**src/rtl/apb_pkg.sv**
```systemverilog
// Shared types for the APB requester: FSM states, bus word types and
// the command/response payloads held inside apb_master.
package apb_pkg;

  localparam int unsigned ADDR_W = 32;
  localparam int unsigned DATA_W = 32;

  typedef enum logic [1:0] {
    IDLE   = 2'd0,
    SETUP  = 2'd1,
    ACCESS = 2'd2
  } apb_state_t;

  typedef logic [ADDR_W-1:0] addr_t;
  typedef logic [DATA_W-1:0] data_t;

  typedef struct packed {
    logic  write;
    addr_t addr;
    data_t wdata;
  } apb_cmd_t;

  typedef struct packed {
    data_t rdata;
    logic  slverr;
  } apb_rsp_t;

endpackage

```
**src/rtl/apb_master.sv**
```systemverilog
// APB requester: turns a valid/ready command stream into APB SETUP/ACCESS
// transfers and returns read data / error status on a one-entry response
// slot. Optional ACCESS-phase timeout enabled by APB_MASTER_TIMEOUT_EN.
module apb_master
  import apb_pkg::*;
#(
  parameter int unsigned ADDR_WIDTH = 32,
  parameter int unsigned DATA_WIDTH = 32
`ifdef APB_MASTER_TIMEOUT_EN
  , parameter int unsigned TIMEOUT_CYCLES = 64
`endif
) (
  input  logic                  PCLK,
  input  logic                  PRESETn,
  input  logic                  cmd_valid,
  output logic                  cmd_ready,
  input  logic                  cmd_write,
  input  logic [ADDR_WIDTH-1:0] cmd_addr,
  input  logic [DATA_WIDTH-1:0] cmd_wdata,
  output logic                  rsp_valid,
  input  logic                  rsp_ready,
  output logic [DATA_WIDTH-1:0] rsp_rdata,
  output logic                  rsp_slverr,
  output logic                  PSEL,
  output logic                  PENABLE,
  output logic                  PWRITE,
  output logic [ADDR_WIDTH-1:0] PADDR,
  output logic [DATA_WIDTH-1:0] PWDATA,
  input  logic [DATA_WIDTH-1:0] PRDATA,
  input  logic                  PREADY,
  input  logic                  PSLVERR
`ifdef APB_MASTER_TIMEOUT_EN
  , output logic                rsp_timeout
`endif
);

  apb_state_t state_q, state_d;
  apb_cmd_t   cmd_q, cmd_d;
  apb_rsp_t   rsp_q, rsp_d;
  logic       rsp_valid_q, rsp_valid_d;
  logic       psel_q, psel_d;
  logic       penable_q, penable_d;
  logic       cmd_ready_q, cmd_ready_d;

`ifdef APB_MASTER_TIMEOUT_EN
  localparam int unsigned CNT_W = $clog2(TIMEOUT_CYCLES + 1);
  logic [CNT_W-1:0] cnt_q, cnt_d;
  logic             rsp_to_q, rsp_to_d;
`endif

  // Next-state, bus outputs and response slot.
  always_comb begin
    state_d     = state_q;
    cmd_d       = cmd_q;
    rsp_d       = rsp_q;
    rsp_valid_d = rsp_valid_q;
    psel_d      = psel_q;
    penable_d   = penable_q;
`ifdef APB_MASTER_TIMEOUT_EN
    cnt_d       = cnt_q;
    rsp_to_d    = rsp_to_q;
`endif

    if (rsp_valid_q && rsp_ready) begin
      rsp_valid_d = 1'b0;
`ifdef APB_MASTER_TIMEOUT_EN
      rsp_to_d    = 1'b0;
`endif
    end

    case (state_q)
      IDLE: begin
        if (cmd_valid && cmd_ready_q) begin
          cmd_d.write = cmd_write;
          cmd_d.addr  = addr_t'(cmd_addr);
          cmd_d.wdata = cmd_write ? data_t'(cmd_wdata) : '0;
          psel_d      = 1'b1;
          state_d     = SETUP;
`ifdef APB_MASTER_TIMEOUT_EN
          cnt_d       = '0;
`endif
        end
      end
      SETUP: begin
        penable_d = 1'b1;
        state_d   = ACCESS;
      end
      ACCESS: begin
        if (PREADY) begin
          rsp_valid_d  = 1'b1;
          rsp_d.slverr = PSLVERR;
          rsp_d.rdata  = (!cmd_q.write && !PSLVERR) ? data_t'(PRDATA) : '0;
          psel_d       = 1'b0;
          penable_d    = 1'b0;
          state_d      = IDLE;
`ifdef APB_MASTER_TIMEOUT_EN
          rsp_to_d     = 1'b0;
        end else if (cnt_q == CNT_W'(TIMEOUT_CYCLES - 1)) begin
          rsp_valid_d  = 1'b1;
          rsp_d.slverr = 1'b1;
          rsp_d.rdata  = '0;
          psel_d       = 1'b0;
          penable_d    = 1'b0;
          state_d      = IDLE;
          rsp_to_d     = 1'b1;
        end else begin
          cnt_d        = cnt_q + CNT_W'(1);
`endif
        end
      end
      default: begin
        state_d   = IDLE;
        psel_d    = 1'b0;
        penable_d = 1'b0;
      end
    endcase

    // Ready only when idle and the response slot is free.
    cmd_ready_d = (state_d == IDLE) && !rsp_valid_d;
  end

  // State and output registers; reset aborts any transfer and drops the slot.
  always_ff @(posedge PCLK or negedge PRESETn) begin
    if (!PRESETn) begin
      state_q     <= IDLE;
      cmd_q       <= '0;
      rsp_q       <= '0;
      rsp_valid_q <= 1'b0;
      psel_q      <= 1'b0;
      penable_q   <= 1'b0;
      cmd_ready_q <= 1'b0;
`ifdef APB_MASTER_TIMEOUT_EN
      cnt_q       <= '0;
      rsp_to_q    <= 1'b0;
`endif
    end else begin
      state_q     <= state_d;
      cmd_q       <= cmd_d;
      rsp_q       <= rsp_d;
      rsp_valid_q <= rsp_valid_d;
      psel_q      <= psel_d;
      penable_q   <= penable_d;
      cmd_ready_q <= cmd_ready_d;
`ifdef APB_MASTER_TIMEOUT_EN
      cnt_q       <= cnt_d;
      rsp_to_q    <= rsp_to_d;
`endif
    end
  end

  assign cmd_ready  = cmd_ready_q;
  assign rsp_valid  = rsp_valid_q;
  assign rsp_rdata  = DATA_WIDTH'(rsp_q.rdata);
  assign rsp_slverr = rsp_q.slverr;
  assign PSEL       = psel_q;
  assign PENABLE    = penable_q;
  assign PWRITE     = cmd_q.write;
  assign PADDR      = ADDR_WIDTH'(cmd_q.addr);
  assign PWDATA     = DATA_WIDTH'(cmd_q.wdata);
`ifdef APB_MASTER_TIMEOUT_EN
  assign rsp_timeout = rsp_to_q;
`endif

endmodule

```
**config.mk**
```make
export PLATFORM = sky130hd
export DESIGN_NAME = apb_master
export DESIGN_NICKNAME = d
export VERILOG_FILES = /design/src/rtl/apb_pkg.sv /design/src/rtl/apb_master.sv
export SDC_FILE = /design/constraint.sdc
export NUM_CORES = 1
export LEC_CHECK = 0
export ABC_CLOCK_PERIOD_IN_PS = 1400
export BUFFER_PORTS_ARGS = -buffer_cell sky130_fd_sc_hd__buf_2
export CELL_PAD_IN_SITES_DETAIL_PLACEMENT = 0
export CELL_PAD_IN_SITES_GLOBAL_PLACEMENT = 1
export CORE_MARGIN = 3
export CORE_UTILIZATION = 33
export CTS_BUF_LIST = sky130_fd_sc_hd__clkbuf_16
export DETAILED_ROUTE_END_ITERATION = 10
export PLACE_DENSITY = 0.8
export SLEW_MARGIN = 40
export SYNTH_ARGS = -nofsm -noshare
export SYNTH_HDL_FRONTEND = slang
export SYNTH_SLANG_ARGS = --single-unit
```
**constraint.sdc**
```tcl
create_clock -name PCLK -period 1.4 [get_ports PCLK]
set_clock_uncertainty 0.15 [all_clocks]
set_input_delay 0.14 -clock PCLK [delete_from_list [all_inputs] [get_ports PCLK]]
set_output_delay 0.14 -clock PCLK [all_outputs]
set_load 0.02 [all_outputs]
```
==> reports/qor.yml, run 1 <==
layout:
  antennaDiodeCount: 0
  fin_util: 0.5331
  final_cell_mix: "buf_2 (202), dfrtp_1 (103), dlygate4sd3_1 (72)"
  n_fill_cell: 1107
  final_cell_area_um2: 7088
  areaGrowthSynthToFinish_pct: 57.01
  layout.area.seq_um2: 2604
  final_common_cell: "buf_2"
  fin_nets: 727
  multi_input_area_um2: 1705
  drive_above_1_share: 0.5056
synthesis:
  synth_fa_ha_area_frac: 0
  yosys_warnings: 0
  syn_inst: 333
  synth_top_family_by_area: "multiplexers"
  yosysTopAreaCell: "dfrtp_1"
  synth.avg_cell_area_um2: 13.56
  syn-cell-area_um2: 4514
  synth_seq_area_share: 0.5765
  synth_ff_type: "dfrtp_1"
  async_reset_ff_frac: 1.000
  synth_compound_area_frac: 0.008869
  yosys.area_share.simple: 0.08537
  ys_ff_latch: 104
  synthMuxAreaShare: 0.2622
  synth_edf_count: 0
  yosys.area.top_type_share: 0.5765
  synth_xor_area_frac: 0.001940
  syn-num-nets: 436
  yosys-top-cells-area: "dfrtp_1 (58%), mux2_4 (9.6%), mux2_2 (9.5%), mux2i_1 (7.1%), nor3b_1 (5.3%)"
  synth_cell_types: 20
placed_design:
  place.gp.congestion: 0.6943
  hpwlAfterDp_um: 7805
  io_buffers: 204
  dpl_cell_area_um2: 5796
  post-place-ws_ps: -222.3
timing:
  worst_slew_pin_slew_ps: 604.0
  slew_viol_final: 0
  setup_viol: 100
  fin_hold_ws_ps: 71.97
  clock.fmax_ghz: 0.6292
  grt_setup_unrepaired: "true"
  max_slew_margin: 0.5973
  hold_viol_final: 0
  min_period_ps: 1589
  period_share: 1.135
  fin_ws_ps: -189.3
setup_path:
  arrival_ps: 1690
  crit_required_ps: 1500
  path_cells: "and4bb_4, buf_12, buf_8, mux2i_1"
  path_buf_inv: 2
  start_kind: "register"
  cp_slowest_stage_delay_ps: 410
  slowest_stage: "and4bb_4"
  crit_type: "register to register"
  endpoint_kind: "register"
  crit_family: "simple AND/OR/NAND/NOR gates"
  critPathMaxFanout: 14
global_route:
  antenna_found_initial: 0
  grt_start_max_net_pins: 105
  grt_usage: 0.1601
  grt-ovfl-total: 0
  grt_pass1_vias: 3719
  grt_pass1_wl_um: 18910
die:
  die_x_um: 123.0
  initial_core_util: 0.3395
  core_um2: 13300
  die_height_um: 123.0
  io-pin-count: 205
  num_rows: 42
  dieArea_um2: 15120
power_and_ir_drop:
  leakage_nw: 3.593
  ir_worst_vdd_uv: 847.5
  p_per_area_nw_per_um2: 2075
  p_total_mw: 14.71
outcome:
  violations: "setup timing"
  status: "complete, but fails checks"
clock_tree:
  cts_tree: "built"
  path_clk_slew_ps: 70
  root_buffer: "clkbuf_16"
  cts_buffer_depth: 2
  clock-sinks: 104
  numCtsBuffers: 9
  worst_skew_pair.late_latency_ps: 340
  h-tree-depth: 3
routing:
  drcViolationCount: 0
  routed_wl_um: 12700
  vias: 3563
  viasPerCell: 4.426
  ant_nets: 0
  wl_per_cell_um: 15.78
  drtIter0Drc: 168
  detail_route.first_pass.iterations: 4
flow_run:
  cap_violations: 0
hold_path:
  hold_path.class: "primary input to register"
==> cell type report <==
type                            instances  share of cell area
Sequential cell                       104              0.3673
Timing Repair Buffer                  304              0.3063
Multi-Input combinational cell        172              0.2406
Clock buffer                            9             0.03177
Tap cell                              176             0.03107
Inverter                               33             0.01748
Clock inverter                          7            0.005472
==> report_power, final <==
part / internal [mW] / switching, mW
Combinational: 3.53 / 3.76
Sequential: 4.37 / 0.755
Clock: 1.20 / 1.10
Total: 9.09 / 5.62
==> path summary, 6_finish.rpt <==
path,startpoint,to,slack (ps),cells after the start
worst max register to register,state_q[1],PWDATA[4],-190,4
worst max-delay path,state_q[1],PWDATA[4],-190,4
worst min-delay path,PRDATA[11],rsp_rdata[11],70,3
max in group asynchronous,PRESETn,rsp_rdata[15],370,3
worst min register to register,rsp_valid,cmd_ready,350,1
min in group asynchronous,PRESETn,PADDR[10],200,3
==> what timing repair did <==
item                       CTS  global route
hold endpoints to repair   174             0
hold buffers                72             0
pin swaps                    1             2
setup endpoints to repair  101           101
resized for setup           22            12
buffers inserted             5             3
cloned                       1             5
==> per-stage QoR <==
step           setup TNS [ps]  std cells
6_report               -13410        805
5_1_grt                -18190        805
4_1_cts                -12720        798
3_5_place_dp           -13950        704
3_3_place_gp           -11250        704
2_1_floorplan           -8366        333
==> Yosys cell counts (2+ instances only) <==
cell type,count
inv_1,33
mux2_4,29
nand2_1,32
nor3b_1,32
dfrtp_1,104
buf_6,10
o21a_1,2
clkbuf_1,11
mux2i_1,32
mux2_2,38
==> tightest hold or removal path: cells and delay by family <==
family | cells | cell delay [ps]
AND/OR/NAND/NOR | 1 | 160
multiplexers | 1 | 160
buffers and inverters | 1 | 70
==> kinds of logic (layout without fill, tap and decap cells) <==
| group | after synthesis | count (layout) |
|---|---|---|
| multiplexers | 99 | 99 |
| AO/OA/AOI/OAI | 5 | 5 |
| AND/OR/NAND/NOR | 67 | 67 |
| buffers and inverters | 57 | 353 |
| flip-flops | 104 | 104 |
| XOR/XNOR | 1 | 1 |
==> per-layer routing <==
| metal | vias to the layer above | part of all wire | track usage |
|---|---|---|---|
| met5 | - | 0 | 0 |
| met4 | 0 | 0.017 | 0.06018 |
| met3 | 14 | 0.068 | 0.04071 |
| met2 | 128 | 0.50 | 0.2696 |
| met1 | 1733 | 0.41 | 0.1981 |
| li1 | 1688 | - | - |
==> sequential cells by signal, indices dropped and copies added (netlist names) <==
signal / count
PADDR: 32
cmd_ready: 1
PSEL: 1
PWRITE: 1
rsp_rdata: 32
state_q: 2
PENABLE: 1
PWDATA: 32
rsp_valid: 1
rsp_slverr: 1
No activity file was read; power rests on OpenSTA's default activity.
==> run 2: changes to the inputs <==
BUFFER_PORTS_ARGS = -buffer_cell sky130_fd_sc_hd__clkbuf_2   (was -buffer_cell sky130_fd_sc_hd__buf_2)
REMOVE_ABC_BUFFERS = 1   (was unset)
==> reports/qor.yml, run 2 (synthesis results as in run 1) <==
outcome:
  status: "complete, but fails checks"
  violations: "setup timing"
layout:
  drive_above_1_share: 0.5127
  final_common_cell: "clkbuf_2"
  antennaDiodeCount: 0
  areaGrowthSynthToFinish_pct: 56.49
  multi_input_area_um2: 1657
  final_cell_area_um2: 7064
  fin_nets: 729
  n_fill_cell: 1137
  layout.area.seq_um2: 2603
  final_cell_mix: "clkbuf_2 (202), dfrtp_1 (104), dlygate4sd3_1 (67)"
routing:
  routed_wl_um: 12450
  drtIter0Drc: 110
  ant_nets: 0
  wl_per_cell_um: 15.45
  vias: 3616
  viasPerCell: 4.486
  drcViolationCount: 0
  detail_route.first_pass.iterations: 4
setup_path:
  arrival_ps: 1680
  critPathMaxFanout: 5
  r2r-end: "rsp_rdata[17]"
  start_kind: "register"
  cp_slowest_stage_delay_ps: 380
  crit_required_ps: 1480
  crit_family: "flip-flops"
  path_cells: "and3b_2, buf_6, clkbuf_16, mux2_4"
  r2r_slack_ps: -200
  path_buf_inv: 2
  reg2reg_depth: 4
  crit_type: "register to register"
  slowest_stage: "dfrtp_1"
  endpoint_kind: "register"
  r2r_start: "state_q[0]"
clock_tree:
  clock-sinks: 104
  cts_buffer_depth: 2
  worst_skew_pair.late_latency_ps: 340
  path_clk_slew_ps: 70
  root_buffer: "clkbuf_16"
  cts_tree: "built"
  h-tree-depth: 3
  numCtsBuffers: 9
die:
  num_rows: 42
  core_um2: 13300
  initial_core_util: 0.3395
  io-pin-count: 205
  dieArea_um2: 15120
  die_x_um: 123.0
  die_height_um: 123.0
placed_design:
  place.gp.congestion: 0.7001
  hpwlAfterDp_um: 7900
  io_buffers: 204
  dpl_cell_area_um2: 5843
timing:
  setup_viol: 99
  fin_ws_ps: -198.5
  hold_viol_final: 0
  grt_setup_unrepaired: "true"
  period_share: 1.142
  max_slew_margin: 0.7985
  worst_slew_pin_slew_ps: 302.2
  slew_viol_final: 0
  clock.fmax_ghz: 0.6256
  min_period_ps: 1599
hold_path:
  hold_depth: 2
  hold_path.class: "primary input to register"
  min-delay-start: "PSLVERR"
  hold_end: "rsp_slverr"
global_route:
  grt_usage: 0.1660
  antenna_found_initial: 0
  grt_pass1_wl_um: 19530
  grt_pass1_vias: 3878
  grt-ovfl-total: 0
  grt_start_max_net_pins: 56
power_and_ir_drop:
  p_total_mw: 14.57
  ir_worst_vdd_uv: 1093
  leakage_nw: 3.562
  p_per_area_nw_per_um2: 2062
flow_run:
  cap_violations: 0
-- run 2: layout make-up --
type,instances,share of cell area
Tap cell,176,0.03117
Clock buffer,9,0.03188
Timing Repair Buffer,306,0.3112
Inverter,33,0.01753
Clock inverter,6,0.005313
Sequential cell,104,0.3684
Multi-Input combinational cell,172,0.2345
-- run 2: worst max-delay path by stage --
stage,from,endpoint,slack [ps],depth (start not counted)
final,state_q[0],rsp_rdata[17],-200,4
after detailed placement,state_q[0],PWDATA[8],-200,4
after CTS,state_q[1],PADDR[7],-170,3
after global routing,state_q[0],rsp_rdata[10],-230,4
after global placement,state_q[0],PADDR[2],-160,3
after floorplan,state_q[0],PADDR[0],-1820,2
-- run 2: report_power, final --
part	switching, mW	internal [mW]
registers	0.818	4.37
clock network	1.09	1.19
logic	3.70	3.40
-- run 2: stage by stage --
step	util	hold slack [ps]	setup TNS [ps]	cells	setup WS, ps
2_1_floorplan	-	-305.6	-150100	309	-1818
3_3_place_gp	0.4395	5.854	-10970	709	-158.4
3_5_place_dp	0.4395	13.58	-13070	709	-195.9
4_1_cts	0.5238	40.75	-12000	803	-173.1
5_1_grt	0.5313	87.67	-16570	806	-226.9
6_report	0.5313	79.75	-12600	806	-198.5
-- run 2: routing by layer --
metal	up-vias	track usage	wire length, um
li1	1691	-	-
met1	1763	0.1914	4917
met2	149	0.2918	6322
met3	13	0.05398	1017
met4	0	0.05318	191
met5	-	0	0
-- run 2: repair_timing --
action                                 in CTS  in global routing
pin swaps                                   0                  1
setup buffers                              10                  2
hold buffers                               67                  0
cloned                                      2                  2
setup endpoints to repair                  99                101
resized for setup                          12                 14
endpoints found under the hold margin     172                  0
==> run 3: changes to the inputs <==
ABC_CLOCK_PERIOD_IN_PS = 1300   (was 1400)
PLACE_DENSITY = unset   (was 0.8)
PLACE_DENSITY_LB_ADDON = 0.1   (was unset)
SKIP_CTS_REPAIR_TIMING = 1   (was unset)
clock period = 1.3 ns   (was 1.4 ns; I/O delays follow)
==> reports/qor.yml, run 3 (synthesis results as in run 1) <==
clock_tree:
  path_clk_slew_ps: 70
  cts_tree: "built"
  worst_skew_pair.late_latency_ps: 340
  root_buffer: "clkbuf_16"
  h-tree-depth: 3
  numCtsBuffers: 9
  clock-sinks: 104
  cts_buffer_depth: 2
die:
  die_x_um: 123.0
  core_um2: 13300
  die_height_um: 123.0
  io-pin-count: 205
  dieArea_um2: 15120
  initial_core_util: 0.3395
  num_rows: 42
timing:
  setup_viol: 102
  slew_viol_final: 0
  hold_viol_final: 0
  worst_slew_pin_slew_ps: 307.7
  min_period_ps: 1580
  grt_setup_unrepaired: "true"
  max_slew_margin: 0.7949
  fin_ws_ps: -280.1
  clock.fmax_ghz: 0.6329
  period_share: 1.215
global_route:
  grt_busiest_layer: "met2"
  met3_usage: 0.08097
  grt_start_max_net_pins: 34
  antenna_found_initial: 0
  grt_pass1_wl_um: 17300
  grt-ovfl-total: 0
  grtUsageMet2: 0.2316
  grt_pass1_vias: 3379
  grt_usage: 0.1499
  grt_util_met1: 0.1792
routing:
  routed_wl_um: 12120
  detail_route.first_pass.iterations: 4
  wl_per_cell_um: 14.98
  drtIter0Drc: 125
  ant_nets: 0
  viasPerCell: 4.299
  drcViolationCount: 0
  vias: 3478
layout:
  fin_nets: 731
  antennaDiodeCount: 0
  final_cell_mix: "clkbuf_2 (202), dfrtp_1 (103), dlygate4sd3_1 (67)"
  n_fill_cell: 1185
  drive_above_1_share: 0.5118
  final_cell_area_um2: 7051
  final_common_cell: "clkbuf_2"
  areaGrowthSynthToFinish_pct: 56.18
outcome:
  status: "complete, but fails checks"
  violations: "setup timing"
setup_path:
  crit_type: "register to register"
  r2r_slack_ps: -280
  critPathMaxFanout: 14
  crit_required_ps: 1380
  endpoint_kind: "register"
  start_kind: "register"
  arrival_ps: 1660
placed_design:
  hpwlAfterDp_um: 8145
  dpl_cell_area_um2: 5886
  io_buffers: 204
  place.gp.congestion: 0.7227
power_and_ir_drop:
  p_per_area_nw_per_um2: 2210
  leakage_nw: 3.578
  p_total_mw: 15.58
  ir_worst_vdd_uv: 1385
flow_run:
  cap_violations: 0
hold_path:
  hold_path.class: "primary input to async pin"
## run 3: changes by cell type in the layout (fill, tap and decap cells not counted), sizes merged
cell,change
buf,+2
bufbuf,-1
clkbuf,+1
clkinvlp,+1
## run 3: final cells by class
class,instances,area (um^2),area share
well taps,176,220.2,0.03123
repair buffers,308,2175,0.3084
multi-input cells,172,1672,0.2371
flip-flops and latches,104,2604,0.3693
clock inverters,7,31.28,0.004437
clock buffers,9,225.2,0.03194
inverters,33,123.9,0.01757
## run 3: worst paths after layout
| kind | from | to | cells after the start |
|---|---|---|---|
| min in group PCLK | PRDATA[15] | rsp_rdata[15] | 3 |
| worst max-delay path | state_q[0] | rsp_rdata[16] | 3 |
| worst max register to register | state_q[0] | rsp_rdata[16] | 3 |
| max in group asynchronous | PRESETn | rsp_rdata[8] | 3 |
| worst min register to register | PSEL | PSEL | 1 |
| worst min-delay path | PRESETn | rsp_rdata[26] | 2 |
## run 3: metal layers
metal | share of wire | vias to the layer above
met5 | 0 | -
met4 | 0.010 | 0
met3 | 0.094 | 9
met2 | 0.49 | 130
met1 | 0.41 | 1650
li1 | - | 1689
## run 3: power breakdown
group | total (mW) | internal (mW) | switching [mW] | leakage (nW)
Clock | 2.41 | 1.26 | 1.14 | 0.130
Sequential | 5.54 | 4.71 | 0.838 | 1.32
Combinational | 7.63 | 3.68 | 3.95 | 2.13
Total | 15.6 | 9.65 | 5.94 | 3.58
## run 3: critical path, cell delays in order, from the launching register on
cell	delay (ps)
dfrtp_1	400
and3b_2	390
buf_12	210
mux2_4	310
## run 3: stage by stage
stage / hold slack (ps) / setup WS (ps) / utilization / instances / TNS (ps)
after floorplan: -315.6 / -1918 / - / 309 / -160300
after global placement: -109.6 / -257.5 / 0.4427 / 713 / -20480
after detailed placement: -107.3 / -279.6 / 0.4427 / 713 / -22040
after CTS: -489.8 / -279.8 / 0.4620 / 729 / -22700
after global routing: 61.53 / -332.1 / 0.5303 / 809 / -28240
final: 61.09 / -280.1 / 0.5303 / 809 / -22450
